$ cat src/rtl/argmin_signed_stream.sv
// -----------------------------------------------------------------------------
// argmin_signed_stream
//   Streaming signed arg-min finder. Scans a frame of COUNT two's-complement
//   scores and reports the smallest value together with its position. Ties
//   keep the earliest index. Used for nearest-prototype selection (smallest
//   distance) in the classification stage.
//
//   Ports
//     clk        in   1      rising-edge clock
//     reset      in   1      asynchronous, active-high reset
//     clear      in   1      synchronous abort, current frame discarded
//     in_valid   in   1      in_data is valid
//     in_ready   out  1      block can accept in_data (registered)
//     in_data    in   SIZE   signed score
//     out_valid  out  1      result is valid
//     out_ready  in   1      downstream takes the result
//     out_value  out  SIZE   minimum score of the frame
//     out_index  out  IDX_W  position (0..COUNT-1) of the minimum
// -----------------------------------------------------------------------------

// Signed a >= b on SIZE-bit two's-complement operands. Both operands are
// sign-extended by one bit so the difference can never overflow.
module greater_than_signed_lookahead #(
  parameter int SIZE = 8
) (
  input  logic [SIZE-1:0] i_a,
  input  logic [SIZE-1:0] i_b,
  output logic            o_ge
);

  logic signed [SIZE:0] w_a;
  logic signed [SIZE:0] w_b;
  logic signed [SIZE:0] w_diff;

  assign w_a    = {i_a[SIZE-1], i_a};
  assign w_b    = {i_b[SIZE-1], i_b};
  assign w_diff = w_a - w_b;
  assign o_ge   = ~w_diff[SIZE];

endmodule

module argmin_signed_stream #(
  parameter int SIZE  = 8,
  parameter int COUNT = 10,
  parameter int IDX_W = 4
) (
  input  logic             clk,
  input  logic             reset,
  input  logic             clear,
  input  logic             in_valid,
  output logic             in_ready,
  input  logic [SIZE-1:0]  in_data,
  output logic             out_valid,
  input  logic             out_ready,
  output logic [SIZE-1:0]  out_value,
  output logic [IDX_W-1:0] out_index
);

  localparam logic [IDX_W-1:0] LAST = IDX_W'(COUNT - 1);

  typedef enum logic [1:0] {
    IDLE  = 2'd0,
    ACCUM = 2'd1,
    DONE  = 2'd2
  } state_t;

  state_t           r_state;
  logic [IDX_W-1:0] r_count;
  logic             r_in_ready;
  logic             r_out_valid;
  logic [SIZE-1:0]  r_out_value;
  logic [IDX_W-1:0] r_out_index;
  logic [SIZE-1:0]  r_best_val;
  logic [IDX_W-1:0] r_best_idx;

  logic             w_xfer;
  logic             w_ge;
  logic             w_take;
  logic             w_last;
  logic [SIZE-1:0]  w_next_val;
  logic [IDX_W-1:0] w_next_idx;

  assign w_xfer = in_valid && r_in_ready;
  assign w_last = (r_count == LAST);

  greater_than_signed_lookahead #(
    .SIZE (SIZE)
  ) u_cmp (
    .i_a  (in_data),
    .i_b  (r_best_val),
    .o_ge (w_ge)
  );

  // Replace only on strictly less, so the earliest minimum wins a tie.
  assign w_take     = ~w_ge;
  assign w_next_val = w_take ? in_data : r_best_val;
  assign w_next_idx = w_take ? r_count : r_best_idx;

  // Running best: pure datapath, reloaded by element 0 of every frame.
  always_ff @(posedge clk) begin
    if (w_xfer) begin
      if (r_state == IDLE) begin
        r_best_val <= in_data;
        r_best_idx <= '0;
      end else begin
        r_best_val <= w_next_val;
        r_best_idx <= w_next_idx;
      end
    end
  end

  // Control FSM with registered handshake outputs. in_ready comes up on the
  // first edge after reset and is dropped on the edge that enters DONE.
  always_ff @(posedge clk or posedge reset) begin
    if (reset) begin
      r_state     <= IDLE;
      r_count     <= '0;
      r_in_ready  <= 1'b0;
      r_out_valid <= 1'b0;
      r_out_value <= '0;
      r_out_index <= '0;
    end else if (clear) begin
      // Abort wins over any handshake; last result stays on the outputs.
      r_state     <= IDLE;
      r_count     <= '0;
      r_in_ready  <= 1'b1;
      r_out_valid <= 1'b0;
    end else begin
      case (r_state)
        IDLE: begin
          r_in_ready <= 1'b1;
          if (w_xfer) begin
            r_count <= IDX_W'(1);
            r_state <= ACCUM;
          end
        end
        ACCUM: begin
          if (w_xfer) begin
            if (w_last) begin
              // Final comparison folds straight into the output registers.
              r_out_value <= w_next_val;
              r_out_index <= w_next_idx;
              r_out_valid <= 1'b1;
              r_in_ready  <= 1'b0;
              r_state     <= DONE;
            end else begin
              r_count <= r_count + IDX_W'(1);
            end
          end
        end
        DONE: begin
          if (r_out_valid && out_ready) begin
            r_out_valid <= 1'b0;
            r_count     <= '0;
            r_in_ready  <= 1'b1;
            r_state     <= IDLE;
          end
        end
        default: begin
          r_state     <= IDLE;
          r_count     <= '0;
          r_in_ready  <= 1'b1;
          r_out_valid <= 1'b0;
        end
      endcase
    end
  end

  assign in_ready  = r_in_ready;
  assign out_valid = r_out_valid;
  assign out_value = r_out_value;
  assign out_index = r_out_index;

endmodule

$ cat config.mk
export PLATFORM = sky130hd
export DESIGN_NAME = argmin_signed_stream
export DESIGN_NICKNAME = d
export VERILOG_FILES = /design/src/rtl/argmin_signed_stream.sv
export SDC_FILE = /design/constraint.sdc
export NUM_CORES = 1
export LEC_CHECK = 0
export BUFFER_PORTS_ARGS = -buffer_cell sky130_fd_sc_hd__buf_2
export CORE_MARGIN = 2
export CORE_UTILIZATION = 53
export DETAILED_ROUTE_END_ITERATION = 6
export PLACE_DENSITY_LB_ADDON = 0.25
export SYNTH_ARGS = -nofsm -noshare
export SYNTH_HDL_FRONTEND = slang
export SYNTH_HIERARCHICAL = 1
export SYNTH_SLANG_ARGS = --single-unit
$ cat constraint.sdc
create_clock -name clk -period 5.6 [get_ports clk]
set_clock_uncertainty 0.1 [all_clocks]
set_input_delay 0.56 -clock clk [delete_from_list [all_inputs] [get_ports clk]]
set_output_delay 0.56 -clock clk [all_outputs]
set_load 0.01 [all_outputs]
==> out/qor.yml <==
worst_setup_path:
  cp.required_ns: 5.59
  cp.arrival_ns: 2.99
  slowest_stage: "o21ai_1"
  slowest_delay_ns: 0.53
  worst_r2r_path_depth: 7
  cp_top_family: "compound AO/OA/AOI/OAI gates"
  crit_buf_inv: 1
  end_kind: "register"
  cp-start-kind: "register"
  path_cells: "inv_1 -> ha_1 -> a21o_1 -> a2111oi_4 -> o221ai_2 -> o21ai_1 -> mux2_2"
  path_depth: 7
  criticalPathCategory: "register to register"
  crit_fanout: 15
global_route:
  antenna_found_initial: 0
  grt_pass1_vias: 1296
  grt_pass1_wl_um: 5844
  grtUsageTotal_pct: 19.62
  grt_max_degree: 21
  grt.overflow.total: 0
timing:
  rsz0062_at_grt: "false"
  period_needed_ns: 2.993
  clock.fmax_ghz: 0.3341
  fin_ws_ns: 2.607
  report.final.hold_viol_count: 0
  tns_ns: 0
  period_share_pct: 53.45
  hold_slack_ns: 0.2561
  slew_violations: 0
  tightest_slew_ns: 0.8061
  setup_violations: 0
  slew_headroom_pct: 46.26
floorplan:
  start_util_pct: 55.14
  dieHeight_um: 62.69
  chipWidth_um: 62.69
  core_area_um2: 3311
  io_pins: 27
  dieArea_um2: 3930
  rows: 21
run_status:
  status: "finished clean"
synth:
  synth_top_area_cell: "dfrtp_1"
  synth_cell_types: 38
  synth_edf_count: 12
  syn-num-nets: 167
  synth.avg_cell_area_um2: 12.59
  synth_cells: 145
  synthDominantCellAreaShare_pct: 27.42
  yosys_warnings: 6
  ys_seq_elements: 32
  synth_area_um2: 1826
  synthTopCellsByArea: "dfrtp_1, edfxtp_1, mux2_2, mux2_4, ha_1"
  ys_seq_area_share_pct: 47.16
  netlist_top_cells_count: "dfrtp_1, mux2_2, edfxtp_1, inv_1"
  synthFlopType: "dfrtp_1"
  async_flop_share_pct: 62.50
cts:
  cts.root.buffer_cell: "clkbuf_4"
  cts_buffer_depth: 2
  numCtsBuffers: 5
  cts.clk_slew.worst_paths_ns: 0.10
  post_cts_buffers: 0
  worstSkewPairLatency_ns: 0.34
  ctsResizeCount: 0
  clock_sinks: 32
  cts_tree: "yes"
  holdBufCountCts: 0
  cts_htree_levels: 2
power_and_ir_drop:
  p_per_area_nw_per_um2: 234.1
  leakage_nw: 0.9812
  vdd_drop_max_mv: 0.1501
  power_uw: 474.0
detailed_routing:
  drt_iter0_drc: 67
  postRouteAntennaNets: 0
  vias: 1245
  drc: 0
  wire_per_inst_um: 15.49
  drt_wl_total_um: 3407
  detail_route.vias_per_cell: 5.659
  dr.pass1.iters: 4
job:
  maxCapViolCount: 0
placed_design:
  place_inst: 212
  io_buffers: 26
  postPlaceCellArea_um2: 1966
  place.gp.congestion: 0.8323
  place_hpwl_um: 2514
  place_ws_ns: 2.338
finish:
  drive_gt1_share_pct: 39.66
  final_cells: 220
  fin_util_pct: 61.15
  fin_area_um2: 2024
  n_fill_cell: 290
  syn2layout_area_growth_pct: 10.90
  antenna_cells: 0
  nets: 195
min_path:
  min_path_type: "input pin to asynchronous set/reset pin"
## worst reg2reg max path, stage by stage, from the launching register on
cell and delay [ns]:
edfxtp_1 0.42, inv_1 0.08, ha_1 0.24, a21o_1 0.20
a2111oi_4 0.38, o221ai_2 0.38, o21ai_1 0.54, mux2_2 0.41
## layout make-up
| class | instances | area (um^2) | area share (%) |
|---|---|---|---|
| tap | 46 | 57.56 | 2.843 |
| timing repair buffer | 26 | 130.1 | 6.428 |
| clock buffer | 7 | 55.05 | 2.719 |
| multi-input combinational | 96 | 872.1 | 43.08 |
| sequential | 32 | 860.8 | 42.52 |
| clock inverter | 1 | 3.754 | 0.1854 |
| inverter | 12 | 45.04 | 2.225 |
## worst paths after layout
path                       slack (ns)          start             to
max                              2.61  r_best_val[5]  r_best_val[6]
min                              0.26          reset   out_value[2]
max reg2reg                      2.61  r_best_val[5]  r_best_val[6]
min reg2reg                      0.41   out_value[7]   out_value[7]
max in group asynchronous        4.64          reset   out_index[0]
min in group clk                 0.41   out_value[7]   out_value[7]
## power breakdown
part           internal [mW]  switching (mW)  leakage [nW]  total (mW)
logic                 0.0363          0.0394         0.558      0.0757
clock network         0.0601          0.0778        0.0329       0.138
registers              0.253         0.00687         0.391       0.260
total                  0.350           0.124         0.981       0.474
## layout by cell type, fill, tap and decap left out, types with 2 or more instances in the layout
| cell | count |
|---|---|
| a21oi_1 | 2 |
| nor2b_1 | 3 |
| buf_2 | 26 |
| nand2_1 | 10 |
| nor2_1 | 4 |
| o21ai_0 | 8 |
| nor3_1 | 2 |
| mux2_4 | 10 |
| mux2_2 | 20 |
| a211o_1 | 2 |
| a21o_1 | 2 |
| ha_1 | 9 |
| nand3_1 | 3 |
| edfxtp_1 | 12 |
| o21a_1 | 2 |
| inv_1 | 12 |
| clkbuf_4 | 5 |
| dfrtp_1 | 20 |
| a31oi_1 | 3 |
## cells by family after synthesis
logic type	after synthesis	share of synthesized area, %
multiplexers	30	20.56
AND/OR/NAND/NOR	31	10.14
adder cells (fa/ha/maj)	9	6.169
AO/OA/AOI/OAI	26	10.90
buffers and inverters	17	5.071
flip-flops	32	47.16
## sequential cells by signal, indices dropped and copies added, names as in the netlist
signal,flops
r_state,2
out_valid,1
r_best_idx,4
out_index,4
r_best_val,8
r_count,4
in_ready,1
out_value,8
## per-layer routing
layer / wire, um / global-route usage, % / share of wire, %
met1: 1508 / 23.84 / 44
met2: 1659 / 31.99 / 49
met3: 158 / 4.505 / 4.6
met4: 81 / 11.39 / 2.4
met5: 0 / 0 / 0
(Power assumes the default switching activity.)
